--- config.mk ---
export PLATFORM = sky130hd
export DESIGN_NAME = alu_arbiter
export DESIGN_NICKNAME = d
export VERILOG_FILES = /design/src/rtl/alu_arbiter.sv
export SDC_FILE = /design/constraint.sdc
export NUM_CORES = 1
export LEC_CHECK = 0
export CORE_MARGIN = 5
export CORE_UTILIZATION = 35
export CTS_BUF_LIST = sky130_fd_sc_hd__clkbuf_8
export CTS_CLUSTER_SIZE = 12
export DETAILED_ROUTE_END_ITERATION = 8
export DONT_BUFFER_PORTS = 1
export HOLD_SLACK_MARGIN = 0.03
export MAX_ROUTING_LAYER = met4
export PLACE_DENSITY = 0.56
export SYNTH_ARGS = -nofsm -noshare
export SYNTH_HDL_FRONTEND = slang
export SYNTH_SLANG_ARGS = --single-unit
export TNS_END_PERCENT = 100
--- constraint.sdc ---
create_clock -name clk -period 2.1 [get_ports clk]
set_input_delay 0.21 -clock clk [delete_from_list [all_inputs] [get_ports clk]]
set_output_delay 0.21 -clock clk [all_outputs]
set_load 0.01 [all_outputs]
--- src/rtl/alu_arbiter.sv ---
// rtl/alu_arbiter.sv - shares one registered ALU between two requesters, round-robin arbitration
// Define ALU_ARB_FIXED_PRI_EN to replace round-robin with fixed priority (req0 > req1).
module alu_arbiter #(
  parameter int W       = 16,
  parameter int OPW     = 3,
  parameter int ALU_LAT = 1
) (
  input  logic           clk,
  input  logic           reset,
  input  logic           req0_valid,
  output logic           req0_ready,
  input  logic [OPW-1:0] req0_op,
  input  logic [W-1:0]   req0_a,
  input  logic [W-1:0]   req0_b,
  output logic           rsp0_valid,
  output logic [W-1:0]   rsp0_result,
  input  logic           req1_valid,
  output logic           req1_ready,
  input  logic [OPW-1:0] req1_op,
  input  logic [W-1:0]   req1_a,
  input  logic [W-1:0]   req1_b,
  output logic           rsp1_valid,
  output logic [W-1:0]   rsp1_result,
  output logic [OPW-1:0] alu_op,
  output logic [W-1:0]   alu_a,
  output logic [W-1:0]   alu_b,
  input  logic [W-1:0]   alu_result,
  output logic           busy,
  output logic           grant_id
);

  typedef enum logic [1:0] {IDLE, WAIT, CAPTURE} state_e;

  localparam logic [2:0] LAT_INIT = 3'(ALU_LAT);

  state_e         state_q, state_d;
  logic [2:0]     cnt_q, cnt_d;
  logic [OPW-1:0] alu_op_q, alu_op_d;
  logic [W-1:0]   alu_a_q, alu_a_d;
  logic [W-1:0]   alu_b_q, alu_b_d;
  logic           grant_id_q, grant_id_d;
  logic           rsp0_valid_q, rsp0_valid_d;
  logic           rsp1_valid_q, rsp1_valid_d;
  logic [W-1:0]   rsp0_result_q, rsp0_result_d;
  logic [W-1:0]   rsp1_result_q, rsp1_result_d;
  logic           grant0, grant1, accept;

`ifdef ALU_ARB_FIXED_PRI_EN
  assign grant0 = req0_valid;
  assign grant1 = req1_valid & ~req0_valid;
`else
  logic last_grant_q;

  // On a tie the requester that did not win last time goes next.
  assign grant0 = req0_valid & (~req1_valid | last_grant_q);
  assign grant1 = req1_valid & (~req0_valid | ~last_grant_q);

  always_ff @(posedge clk or posedge reset) begin
    if (reset)       last_grant_q <= 1'b1;
    else if (accept) last_grant_q <= grant1;
  end
`endif

  assign req0_ready = (state_q == IDLE) & grant0 & ~reset;
  assign req1_ready = (state_q == IDLE) & grant1 & ~reset;
  assign accept     = req0_ready | req1_ready;

  always_comb begin
    state_d       = state_q;
    cnt_d         = cnt_q;
    alu_op_d      = alu_op_q;
    alu_a_d       = alu_a_q;
    alu_b_d       = alu_b_q;
    grant_id_d    = grant_id_q;
    rsp0_valid_d  = 1'b0;
    rsp1_valid_d  = 1'b0;
    rsp0_result_d = rsp0_result_q;
    rsp1_result_d = rsp1_result_q;
    case (state_q)
      IDLE: begin
        if (accept) begin
          state_d    = WAIT;
          cnt_d      = LAT_INIT;
          grant_id_d = grant1;
          alu_op_d   = grant1 ? req1_op : req0_op;
          alu_a_d    = grant1 ? req1_a  : req0_a;
          alu_b_d    = grant1 ? req1_b  : req0_b;
        end
      end
      WAIT: begin
        cnt_d = cnt_q - 3'd1;
        if (cnt_q == 3'd1) state_d = CAPTURE;
      end
      CAPTURE: begin
        state_d = IDLE;
        if (grant_id_q) begin
          rsp1_valid_d  = 1'b1;
          rsp1_result_d = alu_result;
        end else begin
          rsp0_valid_d  = 1'b1;
          rsp0_result_d = alu_result;
        end
      end
      default: state_d = IDLE;
    endcase
  end

  always_ff @(posedge clk or posedge reset) begin
    if (reset) begin
      state_q       <= IDLE;
      cnt_q         <= 3'd0;
      alu_op_q      <= '0;
      alu_a_q       <= '0;
      alu_b_q       <= '0;
      grant_id_q    <= 1'b0;
      rsp0_valid_q  <= 1'b0;
      rsp1_valid_q  <= 1'b0;
      rsp0_result_q <= '0;
      rsp1_result_q <= '0;
    end else begin
      state_q       <= state_d;
      cnt_q         <= cnt_d;
      alu_op_q      <= alu_op_d;
      alu_a_q       <= alu_a_d;
      alu_b_q       <= alu_b_d;
      grant_id_q    <= grant_id_d;
      rsp0_valid_q  <= rsp0_valid_d;
      rsp1_valid_q  <= rsp1_valid_d;
      rsp0_result_q <= rsp0_result_d;
      rsp1_result_q <= rsp1_result_d;
    end
  end

  assign alu_op      = alu_op_q;
  assign alu_a       = alu_a_q;
  assign alu_b       = alu_b_q;
  assign grant_id    = grant_id_q;
  assign rsp0_valid  = rsp0_valid_q;
  assign rsp1_valid  = rsp1_valid_q;
  assign rsp0_result = rsp0_result_q;
  assign rsp1_result = rsp1_result_q;
  assign busy        = (state_q != IDLE);

endmodule

==> out/metrics.yaml <==
drt:
  vias: 2581
  viasPerCell: 4.94
  first_iter_violations: 240
  wl_per_cell_um: 17.4
  firstDrtPassIters: 7
  wl_um: 9100
  drc: 0
  drtAntennaViolNets: 0
critical_path:
  worstSetupPathType: "flip-flop to output port"
  setup.worst_path.end_class: "output port"
  crit_path_start_kind: "flip-flop"
  cp_max_fo: 37
  arrival_ns: 1.64
  critPathRequiredTime_ns: 1.89
global_routing:
  use_met2_pct: 27.8
  grt_busiest_layer: "met2"
  grt_pass1_wl_um: 14000
  grt.met3_usage_pct: 5.31
  antenna_found_initial: 0
  first_global_vias: 2842
  groute.layer.met1.usage_pct: 16.5
  grt_max_degree: 40
  grt_usage_pct: 15.9
  overflow: 0
synth:
  synth_flop_cell: "dfrtp_1"
  yosysWarnings: 0
  yosys-top-cells-count: "inv_1 (111), dfrtp_1 (75), a222oi_1 (35)"
  synth_edf_count: 0
  netlist.area_leader.share_pct: 55.9
  synthArstFlopShare_pct: 100
  ys_seq_area_share_pct: 56.7
  ys_types: 29
  synthTopCellsByArea: "dfrtp_1 (56%), inv_1 (12%), a222oi_1 (10%)"
  synth_top_area_cell: "dfrtp_1"
  synth.most_common_cell: "inv_1"
  syn_nets: 386
  ys_seq_elements: 76
  synth_area_mm2: 0.00336
  synth_cells: 294
  synth.avg_cell_area_um2: 11.4
timing:
  relSlewSlack_pct: 41.3
  maxClockFrequency_mhz: 539
  period_share_pct: 88.3
  period_needed_ns: 1.85
  fin_worst_skew_ns: 0.00586
  slew_violations: 0
  rsz0062_at_grt: "no"
  worstMarginPinSlew_ns: 0.881
  tns_ns: 0
  finalSetupViolCount: 0
  finalHoldViolCount: 0
pwr:
  p_sw_mw: 2.14
  p_per_area_mw_per_mm2: 1270
  seq_power_share_pct: 51.5
  combPwrFrac_pct: 26.4
  p_leak_nw: 2.38
  p_total_mw: 5.87
  internal-power_mw: 3.74
  ir_worst_vdd_uv: 570
  swShare_pct: 36.4
  p_clk_share_pct: 22.1
status:
  status: "finished clean"
clock_tree:
  clkLatencyLatePin_ns: 0.34
  cts.sink_count: 76
  cts_resized: 0
  cts_buffers: 9
  cts_setup_buffers: 0
  cts.reportedPaths.clkPinSlew_ns: 0.08
  cts_tree: "done"
  htreeDepth: 3
  cts_buffer_depth: 2
  ctsHoldBuffers: 89
  root_buffer: "clkbuf_8"
floorplan:
  die_h_um: 108
  core_area_mm2: 0.00928
  fp-row-count: 35
  dieArea_mm2: 0.0117
  die_width_um: 108
  io_pins: 163
  start_util_pct: 36.2
final_layout:
  drive_gt1_share_pct: 15.5
  final-seq-area_mm2: 0.00190
  fillers: 811
  fin_nets: 480
  multi_input_area_um2: 932
  diodes: 0
  syn2layout_area_growth_pct: 38.3
place:
  port_buffers: 0
  place_congestion: 0.726
  dp.final_hpwl_um: 5390
worst_hold_path:
  hp-class: "primary input to flip-flop"
flow_run:
  maxCapViolations: 0
[critical path, stage by stage, from the launching register on]
cell     delay, ns
dfrtp_1       0.47
nor3_2        0.36
and3_1        0.26
buf_12        0.22
[power groups by stage]
stage | clock network (mW) | logic [mW] | registers, mW
global placement | 0 | 1.34 | 3.05
detailed placement | 0 | 1.39 | 3.06
finish | 1.30 | 1.55 | 3.03
global route | 1.41 | 1.73 | 3.12
floorplan | 0 | 1.17 | 2.86
CTS | 1.36 | 1.54 | 3.04
[cell type report]
| class | instances | area share [%] |
|---|---|---|
| Timing Repair Buffer | 96 | 21.4 |
| Clock inverter | 6 | 2.02 |
| Clock buffer | 10 | 2.96 |
| Multi-Input combinational cell | 94 | 20.1 |
| Tap cell | 129 | 3.48 |
| Sequential cell | 76 | 41.0 |
| Inverter | 111 | 9.06 |
[layout by cell type (no fill, tap or decap)]
cell type / synthesis / final
nor3_2: 1 / 1
or2b_1: 1 / 1
clkbuf_8: 0 / 10
a31oi_1: 1 / 1
dfstp_2: 1 / 1
o21ai_2: 0 / 1
clkinv_4: 0 / 1
mux2_2: 30 / 30
mux2_1: 2 / 2
a21oi_1: 2 / 2
dlygate4sd3_1: 0 / 89
buf_4: 1 / 3
and2_1: 2 / 2
inv_6: 0 / 2
bufinv_16: 0 / 2
a2111oi_4: 1 / 1
nor2_1: 3 / 3
clkinvlp_4: 0 / 2
o21ai_0: 1 / 1
xnor2_1: 1 / 1
a211o_1: 1 / 1
and3_1: 1 / 1
nor2b_1: 3 / 3
dfrtp_1: 75 / 75
nand2_1: 1 / 1
nor3b_4: 1 / 1
a222oi_1: 35 / 35
buf_12: 0 / 4
inv_1: 111 / 110
nand3b_1: 2 / 2
ha_1: 2 / 2
or2_4: 1 / 1
a31o_2: 1 / 1
[per-layer routing]
layer  wire length [um]  up-vias
li1                   -     1158
met1               3370     1269
met2               4780      141
met3                796       13
met4                150        0
met5                  0        -
[per-stage QoR]
| stage | hold slack, ns | setup slack (ns) | instance area [um2] | cells | utilization (%) |
|---|---|---|---|---|---|
| finish | 0.128 | 0.245 | 4640 | 522 | 50.0 |
| global route | 0.115 | 0.122 | 4640 | 522 | 50.0 |
| CTS | 0.0939 | 0.214 | 4640 | 522 | 50.0 |
| detailed placement | 0.0795 | 0.323 | 3520 | 417 | 37.9 |
| global placement | 0.0711 | 0.414 | 3520 | 417 | 37.9 |
| floorplan | 0.280 | 0.520 | 3360 | 294 | - |
[worst paths after layout]
path | startpoint | cells past startpoint | endpoint | slack (ns)
setup / recovery | state_q[0] | 3 | req1_ready | 0.25
hold / removal | req0_valid | 2 | grant_id | 0.13
setup reg to reg | state_q[0] | 4 | alu_b[11] | 0.27
hold reg to reg | cnt_q[1] | 1 | cnt_q[1] | 0.54
max in group asynchronous | reset | 3 | alu_b[8] | 1.15
min in group asynchronous | reset | 2 | rsp0_result[10] | 0.32
[state kept, by name, indices dropped and copies added (netlist names)]
name,count
alu_a,16
alu_b,16
rsp0_result,16
rsp1_result,16
alu_op,3
cnt_q,3
state_q,2
grant_id,1
last_grant_q,1
rsp0_valid,1
rsp1_valid,1
[kinds of logic after synthesis]
| logic type | synth area share, % |
|---|---|
| AOI/OAI and AO/OA | 12.6 |
| and+or+nand+nor | 3.35 |
| muxes | 10.7 |
| xor gates and xnor gates | 0.261 |
| adders and majority gates | 0.745 |
| buffers and inverters | 15.7 |
| DFF | 56.7 |
(Power assumes the default switching activity.)
